===== src/rtl/mux_pkg.sv =====
// mux_pkg: shared state encoding and widths for the mux8_32 byte-to-word packer
package mux_pkg;
  localparam int BYTES_PER_WORD = 4;
  localparam int WORD_W = 32;
  localparam int BYTE_W = 8;
  typedef enum logic [1:0] {IDLE, B1, B2, B3} state_t;
endpackage


===== src/rtl/mux8_32_shifter.sv =====
// byte_shifter8_32: holds up to three bytes and presents them with the current byte as a full word
module byte_shifter8_32
  import mux_pkg::*;
(
  input  logic              clk,
  input  logic              rst,
  input  logic              clr,
  input  logic              load,
  input  logic [BYTE_W-1:0] d,
  output logic [WORD_W-1:0] word
);
  logic [WORD_W-BYTE_W-1:0] held;
  always_ff @(posedge clk)
    held <= (rst || clr) ? '0 : load ? word[WORD_W-BYTE_W-1:0] : held;
  assign word = {held, d};
endmodule


===== src/rtl/mux8_32.sv =====
// mux8_32: packs four valid bytes into one 32-bit word with valid_0/frag strobes (option: MUX8_32_PARTIAL_FLUSH_EN)
module mux8_32
  import mux_pkg::*;
(
  input  logic              clk_4f,
  input  logic              reset,
  input  logic [BYTE_W-1:0] data_in,
  input  logic              valid_in,
  output logic [WORD_W-1:0] lane_0,
  output logic              valid_0,
  output logic              frag
);
  state_t state, state_nxt;
  logic [WORD_W-1:0] word, lane_nxt;
  logic done, gap, valid_nxt;
  assign done = state == B3 && valid_in;
  assign gap = state != IDLE && !valid_in;
  byte_shifter8_32 u_shift (
    .clk (clk_4f),
    .rst (reset),
    .clr (gap),
    .load(valid_in),
    .d   (data_in),
    .word(word)
  );
  always_ff @(posedge clk_4f)
    state <= reset ? IDLE : state_nxt;
  always_comb
    state_nxt = (!valid_in || state == B3) ? IDLE : state_t'(state + 1'b1);
`ifdef MUX8_32_PARTIAL_FLUSH_EN
  always_comb begin
    lane_nxt = done ? word : gap ? {word[WORD_W-1:BYTE_W], {BYTE_W{1'b0}}} << {~state, 3'b000} : lane_0;
    valid_nxt = done || gap;
  end
`else
  always_comb begin
    lane_nxt = done ? word : lane_0;
    valid_nxt = done;
  end
`endif
  always_ff @(posedge clk_4f) begin
    lane_0 <= reset ? '0 : lane_nxt;
    valid_0 <= !reset && valid_nxt;
    frag <= !reset && gap;
  end
endmodule


===== config.mk =====
export PLATFORM = sky130hd
export DESIGN_NAME = mux8_32
export DESIGN_NICKNAME = d
export VERILOG_FILES = /design/src/rtl/mux_pkg.sv /design/src/rtl/mux8_32_shifter.sv /design/src/rtl/mux8_32.sv
export SDC_FILE = /design/constraint.sdc
export NUM_CORES = 1
export LEC_CHECK = 0
export ABC_AREA = 1
export BUFFER_PORTS_ARGS = -buffer_cell sky130_fd_sc_hd__buf_2
export CAP_MARGIN = 20
export CORE_ASPECT_RATIO = 0.8
export CORE_UTILIZATION = 54
export DETAILED_ROUTE_END_ITERATION = 7
export PLACE_DENSITY_LB_ADDON = 0.05
export SETUP_SLACK_MARGIN = 0.4
export SLEW_MARGIN = 10
export SYNTH_ARGS = -nofsm -noshare
export SYNTH_HDL_FRONTEND = slang
export SYNTH_SLANG_ARGS = --single-unit

===== constraint.sdc =====
create_clock -name clk_4f -period 1.31 [get_ports clk_4f]
set_input_delay 0.1965 -clock clk_4f [delete_from_list [all_inputs] [get_ports clk_4f]]
set_output_delay 0.1965 -clock clk_4f [all_outputs]
set_load 0.02 [all_outputs]

==> metrics.md, run 1 <==
| Metric | Value |
|---|---|
| Initial Util | 58.6% |
| Cts hold-fix bufs | 0 |
| Fin. max-slew vios | 0 |
| Cell Rows | 20 |
| Crit path max fanout | 11 |
| WL per Instance | 12.2 µm |
| Final Skew | 0.00750 ns |
| Router iterations before antenna repair | 5 |
| IO Pins | 45 |
| Max VDD drop | 842 µV |
| R2R depth | 7 |
| Clock latency on the worst-skew pair | 0.33 ns |
| RSZ-0062 raised after global routing | yes |
| Setup slack, reg-to-reg | 0.14 ns |
| Total Nets Final | 391 |
| TritonCTS Buffers | 9 |
| Max-slew headroom | 71.3% |
| Crit. Startpoint | state[0] |
| Die X | 75.2 µm |
| Setup slack after layout | 0.138 ns |
| H-tree depth | 3 |
| FF+latch count, synth | 60 |
| Port buffer count | 44 |
| Pwr Total | 3620 µW |
| Min-delay src | data_in[5] |
| Critical Path Start Type | flop |
| Sequential area share after synthesis | 51.9% |
| Clk root buf | clkbuf_8 |
| Power density cells | 1140 mW/mm² |
| DP Area | 0.00259 mm² |
| Antenna violations before repair | 0 |
| Hold crit path type | input pin to flop |
| Dpl hpwl | 3.01 mm |
| Final hold viol count | 0 |
| First-pass GRT wire length | 8.40 mm |
| Crit path DAT | 1.40 ns |
| Via/cell ratio | 4.67 |
| Type of destination of the critical path | flop |
| ANT cells | 0 |
| CP required | 1.54 ns |
| Die Ht | 60.6 µm |
| # Max-Cap Violations | 0 |
| Number of global-route vias before repair | 1910 |
| CTS max path bufs | 2 |
| Setup Viol. Count Final | 0 |
| Period utilization | 89.5% |
| Worst-Margin Slew | 0.429 ns |
| Cells after Synth | 324 |
| Pre-CTS setup slack | -0.00248 ns |
| TritonCTS Sinks | 60 |
| Leakage | 0.00178 µW |
| Synthesized area per cell | 7.15 µm² |
| Largest net degree at the start of global routing | 31 |
| Clk pin slew, worst setup/hold paths | 0.06 ns |
| Final Instance Area | 0.00316 mm² |
| WHS Path Cells | 3 |
| Overflow after GRT | 0 |
| Min Tclk post-route | 1.17 ns |
| Cell variety after synth | 13 |
| CTS tree | yes |
| Final WL | 5.35 mm |
| Post-DRT Antenna Nets | 0 |
| Synth Warn # | 0 |
| Core ar. | 0.00395 mm² |
| Total GRT Usage | 25.8% |
| Fmax | 853 MHz |
| Placer Congestion | 0.741 |
| R2R Path End | u_shift.held[5] |
| Die footprint | 0.00456 mm² |
| DR vias | 2044 |
| Status | finished clean |
| P&R area growth vs syn | 36.4% |
| Worst Hold Path EP | lane_0[5] |
| FF-to-FF Start | state[0] |
| 1st-iter DRT viols | 70 |
| DRC Markers | 0 |
| Layout cells sized above 1 | 31.3% |
| Mapped cell area | 0.00232 mm² |
| Syn_nets | 337 |
| Type of the worst setup path | flop to flop |
==> metal layers <==
metal	GRT usage, %	wire length, µm
met3	10.1	254
met4	8.99	40
met1	30.0	2390
met5	0	0
met2	43.8	2660
==> area by class of cell <==
class / count / area, µm²
clock inverters: 1 / 5.00
well taps: 55 / 68.8
flip-flops and latches: 60 / 1250
multi-input cells: 212 / 912
fillers: 293 / 795
clock buffers: 15 / 176
inverters: 37 / 139
repair buffers: 58 / 609
==> state kept, by name, summed over array words and instances, names as in the netlist <==
name / cells
lane_0: 32
u_shift.held: 24
state: 2
frag: 1
valid_0: 1
==> cells in the mapped netlist <==
library cell	instances	share of area, %
nand2_1	161	26
dfxtp_1	60	52
inv_1	36	5.8
nand3_1	24	5.2
nor2_1	20	3.2
buf_2	9	1.9
buf_6	4	1.9
buf_4	3	0.97
ha_1	2	1.1
nor2_4	2	0.97
inv_2	1	0.16
nand2_4	1	0.49
nor3_1	1	0.22
==> worst max-delay path, stage by stage, from the launching register on <==
cell and delay, ns:
dfxtp_4 0.37, inv_2 0.05, ha_4 0.16, nor2_4 0.17, nor2_4 0.07, buf_12 0.14
nand2_1 0.07, inv_1 0.04
==> stage by stage <==
| stage | utilization, % | std cells | hold slack [ns] | setup TNS, ns |
|---|---|---|---|---|
| floorplan | - | 324 | 0.268 | 0 |
| finish | 79.9 | 438 | 0.0701 | 0 |
| CTS | 78.0 | 435 | 0.0498 | 0 |
| global placement | 65.6 | 415 | 0.403 | 0 |
| global route | 79.9 | 438 | 0.0600 | 0 |
| detailed placement | 65.6 | 415 | 0.406 | -0.00248 |
==> repair_timing <==
action / CTS / global route
setup endpoints to repair: 91 / 92
setup buffers: 3 / 2
resized for setup: 103 / 9
cloned: 1 / 1
pin swaps: 2 / 4
==> kinds of logic (layout without fill, tap and decap cells) <==
| logic type | Yosys count | count (layout) | synth area share (%) |
|---|---|---|---|
| AND/OR/NAND/NOR | 209 | 210 | 36.2 |
| flip-flops | 60 | 60 | 51.9 |
| buffers and inverters | 53 | 111 | 10.9 |
| adder cells (fa/ha/maj) | 2 | 2 | 1.08 |
==> how the worst max path moves through the flow <==
stage               cells past startpoint          endpoint
floorplan                               7  u_shift.held[10]
global placement                        6   u_shift.held[5]
detailed placement                      6   u_shift.held[5]
CTS                                     6        lane_0[15]
global route                            7  u_shift.held[18]
finish                                  7   u_shift.held[5]
==> cell usage in the layout (no fill, tap or decap), types with 2 or more instances in the layout <==
cell	n
nand2_1	159
inv_1	33
nor2_4	4
clkbuf_8	12
ha_4	2
buf_12	4
dfxtp_2	35
inv_2	4
clkbuf_1	3
buf_2	10
buf_6	35
nand3_1	24
nand2_2	2
buf_4	8
dfxtp_1	24
nor2_1	19
==> power by group <==
| group | total (µW) | leakage (µW) | internal, µW | switching [µW] |
|---|---|---|---|---|
| clock | 1500 | 0.0000937 | 841 | 663 |
| combinational | 231 | 0.00118 | 95.1 | 136 |
| sequential | 1880 | 0.000504 | 1860 | 24.7 |
Note: power is estimated with default switching activity, not from simulation.
==> inputs of run 2 (changes only) <==
Settings changed: CELL_PAD_IN_SITES_DETAIL_PLACEMENT set to 0, CELL_PAD_IN_SITES_GLOBAL_PLACEMENT set to 1, CORE_UTILIZATION 54 to 38.
==> metrics.md, run 2 (same netlist as run 1, synthesis figures left out) <==
| Metric | Value |
|---|---|
| Status | finished clean |
| H-tree depth | 3 |
| Setup slack, reg-to-reg | 0.22 ns |
| R2R depth | 7 |
| Cts hold-fix bufs | 0 |
| Power share of the combinational group | 5.1% |
| Router iterations before antenna repair | 4 |
| Max-slew headroom | 71.5% |
| Max incr delay on CP | 0.37 ns |
| DR vias | 1972 |
| Initial Util | 39.4% |
| Reg power frac | 48.2% |
| Total GRT Usage | 18.3% |
| Final Skew | 0.00578 ns |
| Clk pwr share | 46.7% |
| Die Ht | 71.8 µm |
| DRC Markers | 0 |
| Biggest regs | lane_0: 32 flops, u_shift.held: 24 flops, state: 2 flops |
| Delay-heaviest family, CP | flip-flops |
| Crit path DAT | 1.33 ns |
| DP Area | 0.00264 mm² |
| Clock latency on the worst-skew pair | 0.34 ns |
| Type of the worst setup path | flop to flop |
| Fin. max-slew vios | 0 |
| Sw Share | 21.8% |
| Crit path buffers/inverters | 3 |
| Largest net degree at the start of global routing | 34 |
| 1st-iter DRT viols | 57 |
| Hold crit path type | input pin to flop |
| Dpl hpwl | 3.10 mm |
| Number of flip-flops in the largest register | 32 |
| Top reg by flops | lane_0 |
| Post-DRT Antenna Nets | 0 |
| TritonCTS Sinks | 60 |
| Crit path cell chain | inv_2 > ha_4 > nor2_4 > nor2_4 > buf_12 > nand2_1 > inv_1 |
| Pint | 3050 µW |
| Crit path top cell by count | nor2_4 |
| Port buffer count | 44 |
| Fmax | 914 MHz |
| Layout cells sized above 1 | 29.3% |
| Number of global-route vias before repair | 1942 |
| Core ar. | 0.00588 mm² |
| Via/cell ratio | 4.32 |
| Worst Hold Path EP | lane_0[2] |
| Period utilization | 83.5% |
| ANT cells | 0 |
| Worst-Margin Slew | 0.427 ns |
| Type of destination of the critical path | flop |
| Most common cell after layout, fill and taps aside | nand2_1 |
| Clk root buf | clkbuf_8 |
| RSZ-0062 raised after global routing | yes |
| Psw | 849 µW |
| Min-delay src | data_in[2] |
| Post-Place Cells | 439 |
| First-pass GRT wire length | 8.72 mm |
| Die X | 89.3 µm |
| Clk pin slew, worst setup/hold paths | 0.07 ns |
| CTS max path bufs | 2 |
| FF-to-FF Start | state[0] |
| Total Nets Final | 383 |
| Final hold viol count | 0 |
| FILL cells | 622 |
| Placer Congestion | 0.699 |
| Final WL | 4.98 mm |
| Setup_tns | 0 ns |
| Commonest non-fill, non-tap cells in the layout | nand2_1, dfxtp_2, buf_6, inv_1 |
| Finished Layout Cells | 456 |
| Power density cells | 1240 mW/mm² |
| Setup Viol. Count Final | 0 |
| Antenna violations before repair | 0 |
| Leakage | 0.00175 µW |
| Crit path max fanout | 24 |
| TritonCTS Buffers | 9 |
| Critical Path Slowest Stage Cell | dfxtp_4 |
| Max VDD drop | 871 µV |
| Critical Path Start Type | flop |
| R2R Path End | u_shift.held[16] |
| IO Pins | 45 |
| WHS Path Cells | 3 |
| WL per Instance | 10.9 µm |
| CP required | 1.54 ns |
| Cell Rows | 25 |
| Final Instance Area | 0.00314 mm² |
| Min Tclk post-route | 1.09 ns |
| Die footprint | 0.00641 mm² |
| # Max-Cap Violations | 0 |
| CTS tree | yes |
| P&R area growth vs syn | 35.7% |
| Overflow after GRT | 0 |
-- run 2: layout make-up --
| cell class | count | area [µm²] | share of cell area, % |
|---|---|---|---|
| timing repair buffer | 51 | 539 | 17.2 |
| clock inverter | 4 | 72.6 | 2.31 |
| sequential | 60 | 1250 | 39.7 |
| clock buffer | 12 | 145 | 4.62 |
| tap | 81 | 101 | 3.23 |
| multi-input combinational | 211 | 896 | 28.5 |
| inverter | 37 | 139 | 4.42 |
-- run 2: what timing repair did --
action                                 in CTS  in global routing
endpoints found under the hold margin       0                  0
pin swaps                                   0                  2
cloned                                      0                  0
resized for setup                         100                  8
setup endpoints to repair                  91                 93
buffers inserted                            0                  1
-- run 2: worst max path at each step --
stage,start,endpoint,slack (ns),depth (start not counted)
final,state[0],u_shift.held[16],0.22,7
after global routing,state[0],u_shift.held[13],0.15,7
after CTS,state[0],lane_0[18],0.21,6
after detailed placement,state[1],u_shift.held[22],0.22,7
after global placement,state[1],u_shift.held[4],0.23,7
after floorplan,state[0],u_shift.held[10],0.29,7
-- run 2: power groups by stage --
stage	clock network, µW	registers (µW)	logic (µW)
6_report	1820	1880	198
5_1_grt	1960	1880	226
3_5_place_dp	0	1920	193
2_1_floorplan	0	1920	130
3_3_place_gp	0	1920	192
4_1_cts	1870	1880	199
-- run 2: through the flow --
stage	hold WS [ns]	power, µW	worst slack, ns	util (%)
after floorplan	0.268	2050	0.294	-
after global placement	0.405	2110	0.226	44.8
after detailed placement	0.409	2110	0.218	44.8
after CTS	0.0498	3950	0.210	52.8
after global routing	0.0650	4070	0.148	53.4
final	0.0650	3900	0.216	53.4
-- run 2: tightest hold or removal path, stage by stage --
cell and delay, ns:
buf_2 0.09, nand2_1 0.05, nand2_1 0.04
-- run 2: layer usage --
metal,track usage (%),wire (µm),part of all wire [%],up-vias
met3,6.57,223,4.5,7
met1,21.4,2430,49,880
met4,8.47,102,2.0,0
met5,0,0,0,-
li1,-,-,-,1052
met2,29.8,2230,45,33
==> inputs of run 3 (changes only) <==
Settings changed: CORE_UTILIZATION 38 to 35.
Clock period 1.31 ns to 0.9 ns, I/O delays scaled along.
==> metrics.md, run 3 (same netlist as run 1, synthesis figures left out) <==
| Metric | Value |
|---|---|
| Status | finished, violations left |
| Failing checks | negative setup slack |
| Clock latency on the worst-skew pair | 0.33 ns |
| WL per Instance | 11.4 µm |
| Clk pin slew, worst setup/hold paths | 0.07 ns |
| Min Tclk post-route | 1.18 ns |
| Period utilization | 131% |
| ANT cells | 0 |
| Post-DRT Antenna Nets | 0 |
| Type of destination of the critical path | flop |
| Overflow after GRT | 0 |
| Max-slew headroom | 69.1% |
| FILL cells | 661 |
| Router iterations before antenna repair | 4 |
| Total Nets Final | 396 |
| Largest net degree at the start of global routing | 33 |
| Fmax | 848 MHz |
| Leakage | 0.00180 µW |
| Met2 Usage GRT | 25.8% |
| Port buffer count | 44 |
| Final Instance Area | 0.00330 mm² |
| Cell Rows | 26 |
| Worst-Margin Slew | 0.463 ns |
| Die X | 92.9 µm |
| DP Area | 0.00268 mm² |
| Initial Util | 36.3% |
| Critical Path Start Type | flop |
| TritonCTS Buffers | 9 |
| Final hold viol count | 0 |
| Biggest regs | lane_0: 32 flops, u_shift.held: 24 flops, state: 2 flops |
| CTS max path bufs | 2 |
| DR vias | 2056 |
| Crit path max fanout | 11 |
| Post-Place Cells | 446 |
| # Max-Cap Violations | 0 |
| Final Skew | 0.00713 ns |
| Met1 usage | 22.5% |
| Top reg by flops | lane_0 |
| Hold crit path type | input pin to flop |
| Antenna violations before repair | 0 |
| Number of flip-flops in the largest register | 32 |
| Number of global-route vias before repair | 1846 |
| Type of the worst setup path | flop to flop |
| Die footprint | 0.00695 mm² |
| Die Ht | 74.8 µm |
| Layout cells sized above 1 | 38.4% |
| DRC Markers | 0 |
| 1st-iter DRT viols | 77 |
| Via/cell ratio | 4.36 |
| Top Usage Layer GRT | met2 |
| Crit path DAT | 1.41 ns |
| RSZ-0062 raised after global routing | yes |
| Final WL | 5.37 mm |
| Final Core Density | 51.7% |
| Dpl hpwl | 3.25 mm |
| Total GRT Usage | 17.1% |
| H-tree depth | 3 |
| Max VDD drop | 803 µV |
| Core ar. | 0.00638 mm² |
| P&R area growth vs syn | 42.4% |
| Setup Viol. Count Final | 93 |
| Power density cells | 1640 mW/mm² |
| Finished Layout Cells | 472 |
| Fin. max-slew vios | 0 |
| Setup slack after layout | -0.279 ns |
| Most common cell after layout, fill and taps aside | nand2_1 |
| Commonest non-fill, non-tap cells in the layout | nand2_1, buf_6, dfxtp_2, inv_1 |
| Clk root buf | clkbuf_8 |
| M3 GR Usage | 6.87% |
| CP required | 1.13 ns |
| IO Pins | 45 |
| CTS tree | yes |
| TritonCTS Sinks | 60 |
| First-pass GRT wire length | 8.85 mm |
| Placer Congestion | 0.684 |
[run 3: worst paths after layout]
check	to	startpoint	slack, ns	cells past startpoint
worst max-delay path	u_shift.held[0]	state[0]	-0.28	8
worst min-delay path	lane_0[1]	data_in[1]	0.006	3
worst max register to register	u_shift.held[0]	state[0]	-0.28	8
worst min register to register	lane_0[19]	u_shift.held[11]	0.46	2
[run 3: per-layer routing]
metal  routed length [µm]  part of all wire [%]  vias to the layer above
met1                 2620                    49                      935
li1                     -                     -                     1079
met2                 2420                    45                       38
met4                   65                   1.2                        0
met5                    0                     0                        -
met3                  272                   5.1                        4
[run 3: stage by stage]
step	hold WS, ns	power (µW)	TNS [ns]	setup WS, ns
after floorplan	0.204	2980	-5.37	-0.116
after global placement	0.345	3070	-18.14	-0.403
after detailed placement	0.348	3070	-18.47	-0.434
after CTS	-0.00828	5480	-15.35	-0.276
after global routing	-0.0128	5660	-20.25	-0.351
final	0.00616	5410	-14.39	-0.279
[run 3: where the power goes]
part / leakage [µW] / switching [µW] / total, µW / internal [µW]
Sequential: 0.000504 / 34.3 / 2740 / 2700
Combinational: 0.00121 / 222 / 378 / 156
Clock: 0.0000931 / 1030 / 2290 / 1270
Total: 0.00180 / 1280 / 5410 / 4120
[run 3: repair_timing]
action,4_1_cts,5_1_grt
endpoints found under the hold margin,6,2
endpoints found under the setup margin,94,94
pin swaps,6,3
resized for setup,112,12
buffers inserted,7,1
cloned,2,0
[run 3: worst max-delay path: stages, from the launching register on]
cell and delay (ns):
dfxtp_2 0.33, buf_4 0.10, inv_2 0.03, ha_4 0.15, nor2_4 0.16, nor2_4 0.06, buf_12 0.15, nand2_1 0.06
inv_1 0.03
[run 3: layout make-up]
type                            instances  area [µm²]  share of cell area, %
Sequential cell                        60        1250                   37.8
Multi-Input combinational cell        212         981                   29.8
Timing Repair Buffer                   63         642                   19.5
Inverter                               37         139                   4.21
Clock buffer                           11         131                   3.98
Tap cell                               84         105                   3.19
Clock inverter                          5        52.6                   1.59
